[src/rtl/serve_ctrl_pkg.sv]
// Shared Pong serve definitions: FSM state encoding and serve speed decode.
package serve_ctrl_pkg;

  typedef enum logic [2:0] {
    IDLE,
    COLLECT,
    COUNTDOWN,
    LAUNCH,
    PLAY
  } state_e;

  localparam logic [1:0] SPEED_MIN = 2'd1;

  // A zero vertical speed would give a flat serve, so it is promoted to the minimum.
  function automatic logic [1:0] decode_speed(input logic [1:0] raw);
    return (raw == 2'd0) ? SPEED_MIN : raw;
  endfunction

endpackage

[src/rtl/serve_shift_collect.sv]
// Gathers RAND_BITS random bits MSB-first into a shift register; done pulses on the last bit.
module serve_shift_collect #(
  parameter int RAND_BITS = 4
) (
  input  logic                 clk,
  input  logic                 rst,
  input  logic                 clear,
  input  logic                 en,
  input  logic                 rand_bit,
  output logic [RAND_BITS-1:0] vec_q,
  output logic [RAND_BITS-1:0] vec_d,
  output logic                 done
);

  localparam int CW = $clog2(RAND_BITS + 1);

  logic [CW-1:0] cnt_q, cnt_d;

  always_comb begin
    vec_d = vec_q;
    cnt_d = cnt_q;
    done  = 1'b0;
    if (clear) begin
      cnt_d = '0;
    end else if (en) begin
      vec_d = {vec_q[RAND_BITS-2:0], rand_bit};
      done  = (cnt_q == CW'(RAND_BITS - 1));
      cnt_d = done ? '0 : cnt_q + 1'b1;
    end
  end

  always_ff @(posedge clk) begin
    if (rst) begin
      vec_q <= '0;
      cnt_q <= '0;
    end else begin
      vec_q <= vec_d;
      cnt_q <= cnt_d;
    end
  end

endmodule

[src/rtl/serve_ctrl.sv]
// Pong serve controller: holds the ball, collects random serve bits, counts frame ticks, launches.
module serve_ctrl
  import serve_ctrl_pkg::*;
#(
  parameter int RAND_BITS   = 4,
  parameter int DELAY_TICKS = 60,
  parameter int CNT_W       = 8
) (
  input  logic             clk,
  input  logic             rst,
  input  logic             rand_bit,
  input  logic             serve_req,
  input  logic             tick,
  input  logic             ball_out,
  output logic             ball_hold,
  output logic             serve_valid,
  output logic             dir_x,
  output logic             dir_y,
  output logic [1:0]       speed_y,
  output logic [CNT_W-1:0] serve_cnt,
  output logic             busy
);

  localparam int TCNT_W = $clog2(DELAY_TICKS + 2);

  state_e                 state_q, state_d;
  logic [TCNT_W-1:0]      tcnt_q, tcnt_d;
  logic                   hold_q, hold_d;
  logic                   valid_q, valid_d;
  logic                   busy_q, busy_d;
  logic                   dir_x_q, dir_x_d;
  logic                   dir_y_q, dir_y_d;
  logic [1:0]             speed_q, speed_d;
  logic [CNT_W-1:0]       cnt_q, cnt_d;

  logic                   col_clear, col_en, col_done, launch;
  logic [RAND_BITS-1:0]   vec_q, vec_d, launch_vec;

  assign col_clear = (state_q == IDLE) && serve_req;
  assign col_en    = (state_q == COLLECT);

  serve_shift_collect #(
    .RAND_BITS(RAND_BITS)
  ) u_collect (
    .clk     (clk),
    .rst     (rst),
    .clear   (col_clear),
    .en      (col_en),
    .rand_bit(rand_bit),
    .vec_q   (vec_q),
    .vec_d   (vec_d),
    .done    (col_done)
  );

  always_comb begin
    state_d    = state_q;
    tcnt_d     = tcnt_q;
    launch     = 1'b0;
    launch_vec = vec_q;
    dir_x_d    = dir_x_q;
    dir_y_d    = dir_y_q;
    speed_d    = speed_q;
    cnt_d      = cnt_q;
    case (state_q)
      IDLE: begin
        if (serve_req) state_d = COLLECT;
      end
      COLLECT: begin
        if (col_done) begin
          tcnt_d = '0;
          if (DELAY_TICKS == 0) begin
            // Last bit is still in flight, so decode from the shift register's next value.
            state_d    = LAUNCH;
            launch     = 1'b1;
            launch_vec = vec_d;
          end else begin
            state_d = COUNTDOWN;
          end
        end
      end
      COUNTDOWN: begin
        if (tick) begin
          tcnt_d = tcnt_q + 1'b1;
          if (tcnt_d == TCNT_W'(DELAY_TICKS)) begin
            state_d = LAUNCH;
            launch  = 1'b1;
          end
        end
      end
      LAUNCH: state_d = PLAY;
      PLAY: begin
        if (ball_out) state_d = IDLE;
      end
      default: state_d = IDLE;
    endcase

    if (launch) begin
      dir_x_d = launch_vec[0];
      dir_y_d = launch_vec[1];
      speed_d = decode_speed(launch_vec[3:2]);
      cnt_d   = cnt_q + 1'b1;
    end

    hold_d  = (state_d == IDLE) || (state_d == COLLECT) || (state_d == COUNTDOWN);
    valid_d = (state_d == LAUNCH);
    busy_d  = (state_d == COLLECT) || (state_d == COUNTDOWN);
  end

  always_ff @(posedge clk) begin
    if (rst) begin
      state_q <= IDLE;
      tcnt_q  <= '0;
      hold_q  <= 1'b1;
      valid_q <= 1'b0;
      busy_q  <= 1'b0;
      dir_x_q <= 1'b0;
      dir_y_q <= 1'b0;
      speed_q <= SPEED_MIN;
      cnt_q   <= '0;
    end else begin
      state_q <= state_d;
      tcnt_q  <= tcnt_d;
      hold_q  <= hold_d;
      valid_q <= valid_d;
      busy_q  <= busy_d;
      dir_x_q <= dir_x_d;
      dir_y_q <= dir_y_d;
      speed_q <= speed_d;
      cnt_q   <= cnt_d;
    end
  end

  assign ball_hold   = hold_q;
  assign serve_valid = valid_q;
  assign busy        = busy_q;
  assign dir_x       = dir_x_q;
  assign dir_y       = dir_y_q;
  assign speed_y     = speed_q;
  assign serve_cnt   = cnt_q;

endmodule

[config.mk]
export PLATFORM = sky130hd
export DESIGN_NAME = serve_ctrl
export DESIGN_NICKNAME = d
export VERILOG_FILES = /design/src/rtl/serve_ctrl_pkg.sv /design/src/rtl/serve_shift_collect.sv /design/src/rtl/serve_ctrl.sv
export SDC_FILE = /design/constraint.sdc
export NUM_CORES = 1
export LEC_CHECK = 0
export ABC_AREA = 1
export BUFFER_PORTS_ARGS = -buffer_cell sky130_fd_sc_hd__buf_2
export CAP_MARGIN = 10
export CORE_MARGIN = 4
export CORE_UTILIZATION = 55
export DETAILED_ROUTE_END_ITERATION = 12
export PLACE_DENSITY = 0.77
export SYNTH_ARGS = -nofsm -noshare
export SYNTH_HDL_FRONTEND = slang
export SYNTH_HIERARCHICAL = 1
export SYNTH_SLANG_ARGS = --single-unit
export TNS_END_PERCENT = 1
[constraint.sdc]
create_clock -name clk -period 2.1 [get_ports clk]
set_clock_uncertainty 0.05 [all_clocks]
set_input_delay 0.315 -clock clk [delete_from_list [all_inputs] [get_ports clk]]
set_output_delay 0.315 -clock clk [all_outputs]
set_load 0.01 [all_outputs]
==> PnR_summary.wiki, run 1 <==
{| class="wikitable"
! Metric !! Value
|-
| Residual DRC count || 0
|-
| Gpl congestion || 0.8535
|-
| Clk Latency, worst-skew pair || approximately 0.33 ns
|-
| Cell Int Power || about 0.00074 W
|-
| Overall Global Routing Usage || 0.1866
|-
| Setup TNS || 0 ns
|-
| Clock tree from TritonCTS || done
|-
| Maximum number of pins on one net before global-route repair || 19
|-
| Netlist area before placement || about 0.0014 sq mm
|-
| First-pass GRT wire length || slightly below 5000 microns
|-
| Buffer cell driving the clock tree root || sky130_fd_sc_hd__clkbuf_4
|-
| Detailed Routing Iterations Pass 1 || 4
|-
| Width of the die || 58.46 microns
|-
| Final wirelength || 2932 microns
|-
| Buffers inserted by post-CTS timing repair || 0
|-
| # IOs || 21
|-
| Initial Util || 0.5703
|-
| Ratio of cells with drive above 1 in the final layout || 0.1511
|-
| Quantity of gates resized following cts || 0
|-
| Critical-path cell list || ha_1 > nand2_1 > nor2_1 > nor2_1 > nand2_1 > nor2_1 > nand3_1 > o21ai_0 > nor2_1
|-
| Combinational Power Share || 0.057
|-
| Number of standard-cell rows in the floorplan || 18
|-
| Post-place setup slack || around 0.23 ns
|-
| Area of the die || about 0.0034 sq mm
|-
| Actual transition at the worst max-transition pin || around 0.37 ns
|-
| Antenna violation net count after detailed routing || 0
|-
| Max frequency || approximately 0.52 GHz
|-
| Post-route fraction of the period consumed by the critical path || 0.9092
|-
| Status || finished clean
|-
| Via-per-instance ratio || 5.149
|-
| Kind of start point of the critical path || flip-flop
|-
| Final-report max-slew violation count || 0
|-
| WP data required || roughly 2.3 ns
|-
| Via count of the first global-routing pass || approximately 1.2k
|-
| Setup slack after layout || ~0.19 ns
|-
| Yosys warning count || 6
|-
| Port buffer count || 20
|-
| Most numerous cell on the critical path || sky130_fd_sc_hd__nor2_1
|-
| Lkg Pwr || 0.7285 nW
|-
| Initial antenna violation count || 0
|-
| Pwr per Cell Area || between 600 and 700 mW/mm^2
|-
| Minimum period implied by the final worst setup slack || between 1.5 and 2 ns
|-
| Final setup violation count || 0
|-
| Category of the critical setup timing path || flip-flop to flip-flop
|-
| Hold Buf Count CTS || 0
|-
| Switching share of total power || 0.2544
|-
| Cells after Synth || approximately 200
|-
| Synthesized area per cell || 7.036 sq um
|-
| Net total in the final layout || approximately 230
|-
| Portion of total power attributed to the clock network || 0.338
|-
| Sequential Power Share || 0.604
|-
| Largest voltage drop on the vdd net || 0.5513 mV
|-
| Die H || around 58 microns
|-
| Htree depth || 2
|-
| Headroom to the max-slew limit || 0.7553
|-
| Core area || 0.002455 sq mm
|-
| TritonCTS sink count || 31
|-
| Number of endpoints with negative hold slack in the final report || 0
|-
| RSZ-0062 raised after global routing || no
|-
| Total congestion overflow || 0
|-
| Post-synth net total || about 210
|-
| Switch Pwr || between 0.0002 and 0.0003 W
|-
| Data arrival, critical path || 2.10 ns
|-
| Initial DRC count || 52
|-
| Area delta synth->final || 12.51%
|-
| Worst min-delay path class || input pin to flip-flop
|-
| Antenna fix cells || 0
|-
| Cell with the biggest individual delay on the critical path || sky130_fd_sc_hd__dfxtp_1
|-
| Detailed placer's ending HPWL || 2160 microns
|-
| DR vias || ~1.3k
|-
| Wire length per cell || 11.50 microns
|-
| Number of buffers added by the clock tree synthesis step || 5
|-
| Maximum single-stage delay on the critical path || approximately 0.36 ns
|-
| Biggest fanout along the worst timing path || 8
|-
| Max Cap Violations || 0
|-
| Bufs on Longest Clock Path || 2
|-
| Capturing element type of the critical path || flip-flop
|-
| Clock slew at the register clock pins of the worst setup and hold paths || roughly 0.10 ns
|}
-- flip-flops by register name, summed over array words and instances, names as in the netlist --
register and cells:
dir_x 1, tcnt_q 6, u_collect/vec_q 4, ball_hold 1, u_collect/cnt_q 3, serve_cnt 8, serve_valid 1, dir_y 1
busy 1, speed_y 2, state_q 3
-- power by group through the flow --
| stage | Sequential (W) | Clock (W) | Combinational [W] |
|---|---|---|---|
| 2_1_floorplan | 0.000614 | 0 | 0.0000369 |
| 3_3_place_gp | 0.000613 | 0 | 0.0000548 |
| 3_5_place_dp | 0.000613 | 0 | 0.0000573 |
| 4_1_cts | 0.000600 | 0.000341 | 0.0000575 |
| 5_1_grt | 0.000601 | 0.000370 | 0.0000643 |
| 6_report | 0.000600 | 0.000335 | 0.0000569 |
-- stage by stage --
| step | total power [W] | util | hold WS (ns) | area, sq um | std cells |
|---|---|---|---|---|---|
| finish | 0.0009921 | 0.6417 | 0.1716 | 1575 | 255 |
| global route | 0.001035 | 0.6417 | 0.1857 | 1575 | 255 |
| CTS | 0.0009986 | 0.6417 | 0.1611 | 1575 | 255 |
| detailed placement | 0.0006707 | 0.6203 | 0.4005 | 1523 | 247 |
| global placement | 0.0006681 | 0.6203 | 0.3813 | 1523 | 247 |
| floorplan | 0.0006509 | - | 0.3341 | 1400 | 199 |
-- path summary, 6_finish.rpt --
kind	cells after the start	from	to	slack, ns
worst min-delay path	3	rand_bit	u_collect/vec_q[0]$_SDFF_PP0_	0.17
worst max-delay path	9	tcnt_q[0]$_SDFFE_PP0P_	serve_cnt[5]$_SDFFE_PP0P_	0.19
worst max register to register	9	tcnt_q[0]$_SDFFE_PP0P_	serve_cnt[5]$_SDFFE_PP0P_	0.19
worst min register to register	2	u_collect/cnt_q[2]$_SDFFE_PP0P_	u_collect/cnt_q[2]$_SDFFE_PP0P_	0.41
-- critical path, delay by kind of cell, from the launching register on --
kind                       cells  cell delay (ns)
AOI/OAI and AO/OA              1             0.26
and+or+nand+nor                7             0.90
DFF                            1             0.36
adders and majority gates      1             0.24
-- placed cells by master, fill, tap and decap left out, types with 2 or more instances in the layout --
master / count
sky130_fd_sc_hd__nand2_1: 45
sky130_fd_sc_hd__nor2_1: 35
sky130_fd_sc_hd__dfxtp_1: 31
sky130_fd_sc_hd__inv_1: 27
sky130_fd_sc_hd__buf_2: 20
sky130_fd_sc_hd__a21oi_1: 19
sky130_fd_sc_hd__nand3_1: 14
sky130_fd_sc_hd__o21ai_0: 8
sky130_fd_sc_hd__clkbuf_4: 5
sky130_fd_sc_hd__nor3_1: 3
sky130_fd_sc_hd__ha_1: 3
sky130_fd_sc_hd__clkinv_2: 3
sky130_fd_sc_hd__o21bai_2: 2
sky130_fd_sc_hd__nand4_1: 2
sky130_fd_sc_hd__nor2_4: 2
-- metal layers --
| metal | global-route usage | routed length (microns) | vias up |
|---|---|---|---|
| li1 | - | - | 690 |
| met1 | 0.2142 | 1243 | 588 |
| met2 | 0.3110 | 1476 | 30 |
| met3 | 0.04825 | 169 | 5 |
| met4 | 0.1093 | 43 | 0 |
| met5 | 0 | 0 | - |
-- cell type report --
class / count / area (sq um)
fillers: 223 / 879.6
well taps: 30 / 37.54
repair buffers: 21 / 107.6
flip-flops and latches: 31 / 620.6
inverters: 27 / 101.3
clock inverters: 3 / 15.01
clock buffers: 5 / 37.54
multi-input cells: 138 / 655.6
No activity file was read; power rests on OpenSTA's default activity.
==> run 2, diff against run 1 <==
--- a/config.mk
+++ b/config.mk
@@ -11,7 +11,7 @@
 export CORE_MARGIN = 4
 export CORE_UTILIZATION = 55
 export DETAILED_ROUTE_END_ITERATION = 12
-export PLACE_DENSITY = 0.77
+export PLACE_DENSITY_LB_ADDON = 0.08
 export SYNTH_ARGS = -nofsm -noshare
 export SYNTH_HDL_FRONTEND = slang
 export SYNTH_HIERARCHICAL = 1
==> PnR_summary.wiki, run 2 (synthesis gave the netlist of run 1 again) <==
{| class="wikitable"
! Metric !! Value
|-
| Flip-flop count of the largest register, all copies and words added || 8 (unchanged)
|-
| Hold Buf Count CTS || 0 (unchanged)
|-
| Initial antenna violation count || 0 (unchanged)
|-
| Most frequent cells in the layout || sky130_fd_sc_hd__nand2_1 (45), sky130_fd_sc_hd__nor2_1 (35), sky130_fd_sc_hd__dfxtp_1 (31), sky130_fd_sc_hd__inv_1 (27), sky130_fd_sc_hd__buf_2 (20)
|-
| Final-layout worst hold slack || 0.1893 ns (+0.01768 ns)
|-
| Pwr per Cell Area || 706.3 mW/mm^2 (+12%)
|-
| Buffers inserted by post-CTS timing repair || 0 (unchanged)
|-
| Clock slew at the register clock pins of the worst setup and hold paths || 0.10 ns (about the same)
|-
| Total congestion overflow || 0 (unchanged)
|-
| Quantity of gates resized following cts || 0 (unchanged)
|-
| Overall Global Routing Usage || 0.1975 (+0.01091)
|-
| Htree depth || 2 (unchanged)
|-
| Placed standard-cell area || 0.001530 sq mm (+0.49%)
|-
| Status || finished clean
|-
| Kind of cell with the highest combined delay on the critical path || simple AND/OR/NAND/NOR gates
|-
| Data arrival, critical path || 1.99 ns (-0.11 ns)
|-
| Finished Cell Area || 0.001617 sq mm (+2.6%)
|-
| Wire length on met1 || 1382 microns (+11%)
|-
| Initial Util || 0.5703 (unchanged)
|-
| Headroom to the max-slew limit || 0.7479 (-0.007368)
|-
| WP data required || 2.28 ns (about the same)
|-
| # IOs || 21 (unchanged)
|-
| Detailed Routing Iterations Pass 1 || 4 (unchanged)
|-
| Kind of start point of the critical path || flip-flop
|-
| Final wirelength || 2838 microns (-3.2%)
|-
| Max Cap Violations || 0 (unchanged)
|-
| Reg2Reg Setup Slack || 0.29 ns (+0.10 ns)
|-
| Initial DRC count || 104 (+100%)
|-
| Endpoint of the worst register-to-register path || serve_cnt[5]$_SDFFE_PP0P_
|-
| Final total power || 0.001142 W (+15%)
|-
| Core area || 0.002455 sq mm (unchanged)
|-
| Category of the critical setup timing path || flip-flop to flip-flop
|-
| Cell with the biggest individual delay on the critical path || sky130_fd_sc_hd__dfxtp_1
|-
| Logic depth of the worst register-to-register path || 9 (unchanged)
|-
| Hold Path End || u_collect/vec_q[0]$_SDFF_PP0_
|-
| Net total in the final layout || 234 (+0.43%)
|-
| Setup TNS || 0 ns (unchanged)
|-
| Maximum single-stage delay on the critical path || 0.36 ns (about the same)
|-
| Width of the die || 58.46 microns (unchanged)
|-
| Number of standard-cell rows in the floorplan || 18 (unchanged)
|-
| Biggest fanout along the worst timing path || 8 (unchanged)
|-
| Worst min-delay path class || input pin to flip-flop
|-
| Total met2 wirelength after detailed routing || 1291 microns (-13%)
|-
| R2R Path Start || tcnt_q[0]$_SDFFE_PP0P_
|-
| Bufs on Longest Clock Path || 2 (unchanged)
|-
| Maximum number of pins on one net before global-route repair || 19 (unchanged)
|-
| CP Buf/Inv Count || 0 (unchanged)
|-
| Critical Path Source || tcnt_q[0]$_SDFFE_PP0P_
|-
| Final-report max-slew violation count || 0 (unchanged)
|-
| Number of buffers added by the clock tree synthesis step || 5 (unchanged)
|-
| Detailed placer's ending HPWL || 2075 microns (-3.9%)
|-
| Area delta synth->final || 15.46%
|-
| Critical-path cell list || ha_1 > nand2_1 > nor2_1 > nor2_1 > nand2_1 > nor2_1 > nand3_1 > o21ai_0 > nor2_1
|-
| Clock tree from TritonCTS || done
|-
| TritonCTS sink count || 31 (unchanged)
|-
| Number of endpoints with negative hold slack in the final report || 0 (unchanged)
|-
| DR vias || 1289 (-1.8%)
|-
| Post-place setup slack || 0.2926 ns (+0.06574 ns)
|-
| Via count of the first global-routing pass || 1245 (+3.9%)
|-
| Clk Latency, worst-skew pair || 0.33 ns (about the same)
|-
| Wire length per cell || 11.09 microns (-3.6%)
|-
| Capturing element type of the critical path || flip-flop
|-
| Port buffer count || 20 (unchanged)
|-
| Start point of the worst hold path || rand_bit
|-
| Antenna fix cells || 0 (unchanged)
|-
| Via-per-instance ratio || 5.035 (-2.2%)
|-
| Die H || 58.46 microns (unchanged)
|-
| Max frequency || 0.5523 GHz (+5.5%)
|-
| Ratio of cells with drive above 1 in the final layout || 0.1549 (+0.003756)
|-
| RSZ-0062 raised after global routing || no
|-
| Actual transition at the worst max-transition pin || 0.3777 ns (+0.01166 ns)
|-
| Leading cell type in the layout, fill and taps excluded || sky130_fd_sc_hd__nand2_1
|-
| Most numerous cell on the critical path || sky130_fd_sc_hd__nor2_1
|-
| First-pass GRT wire length || 5154 microns (+6.0%)
|-
| Gpl congestion || 0.9361 (+9.7%)
|-
| Minimum period implied by the final worst setup slack || 1.811 ns (-0.09882 ns)
|-
| Detailed-routed wire length on met3 || 125 microns (-26%)
|-
| Lkg Pwr || 0.7474 nW (+2.6%)
|-
| Setup slack after layout || 0.2894 ns (+0.09882 ns)
|-
| Area of the die || 0.003417 sq mm (unchanged)
|-
| Post-route fraction of the period consumed by the critical path || 0.8622 (-0.04706)
|-
| Hold Path Stages || 3 (unchanged)
|-
| Residual DRC count || 0 (unchanged)
|-
| Buffer cell driving the clock tree root || sky130_fd_sc_hd__clkbuf_4
|-
| Highest routing layer actually used || met4
|-
| Antenna violation net count after detailed routing || 0 (unchanged)
|-
| Largest voltage drop on the vdd net || 0.6902 mV (+25%)
|-
| Final setup violation count || 0 (unchanged)
|-
| Filler cells || 223 (unchanged)
|}
-- run 2: cell count changes in the layout (fill, tap and decap cells not counted), sizes merged --
cell | before | now
buf | 21 | 22
clkbuf | 5 | 6
clkinv | 3 | 1
bufinv | 0 | 1
-- run 2: worst max-delay path by stage --
stage	end	cells past startpoint
final	serve_cnt[5]$_SDFFE_PP0P_	9
after global routing	tcnt_q[2]$_SDFFE_PP0P_	11
after CTS	serve_cnt[5]$_SDFFE_PP0P_	9
after detailed placement	serve_cnt[5]$_SDFFE_PP0P_	9
after global placement	tcnt_q[2]$_SDFFE_PP0P_	11
after floorplan	tcnt_q[2]$_SDFFE_PP0P_	11
-- run 2: worst min-delay path, stage by stage --
cell                      delay (ns)
sky130_fd_sc_hd__buf_2          0.09
sky130_fd_sc_hd__nand2_1        0.06
sky130_fd_sc_hd__a21oi_1        0.06
-- run 2: metrics by stage --
| stage | util | cells |
|---|---|---|
| finish | 0.6585 | 256 |
| detailed placement | 0.6233 | 248 |
| floorplan | - | 199 |
| global route | 0.6585 | 256 |
| global placement | 0.6233 | 248 |
| CTS | 0.6585 | 256 |
-- run 2: layer usage --
metal	GRT usage	up-vias
met5	0	-
met4	0.1026	0
met3	0.07237	4
met2	0.3158	25
met1	0.2302	575
li1	-	685
-- run 2: cell type report --
class,instances,area (sq um),area share
Tap cell,30,37.54,0.02322
Clock inverter,2,35.03,0.02167
Clock buffer,6,51.30,0.03173
Multi-Input combinational cell,138,655.6,0.4056
Inverter,27,101.3,0.06269
Timing Repair Buffer,22,115.1,0.07121
Sequential cell,31,620.6,0.3839
-- run 2: power by group --
part           total (W)  switching, W  internal, W
logic          0.0000570     0.0000372    0.0000198
registers       0.000600    0.00000484     0.000596
clock network   0.000484      0.000203     0.000281
total            0.00114      0.000245     0.000897
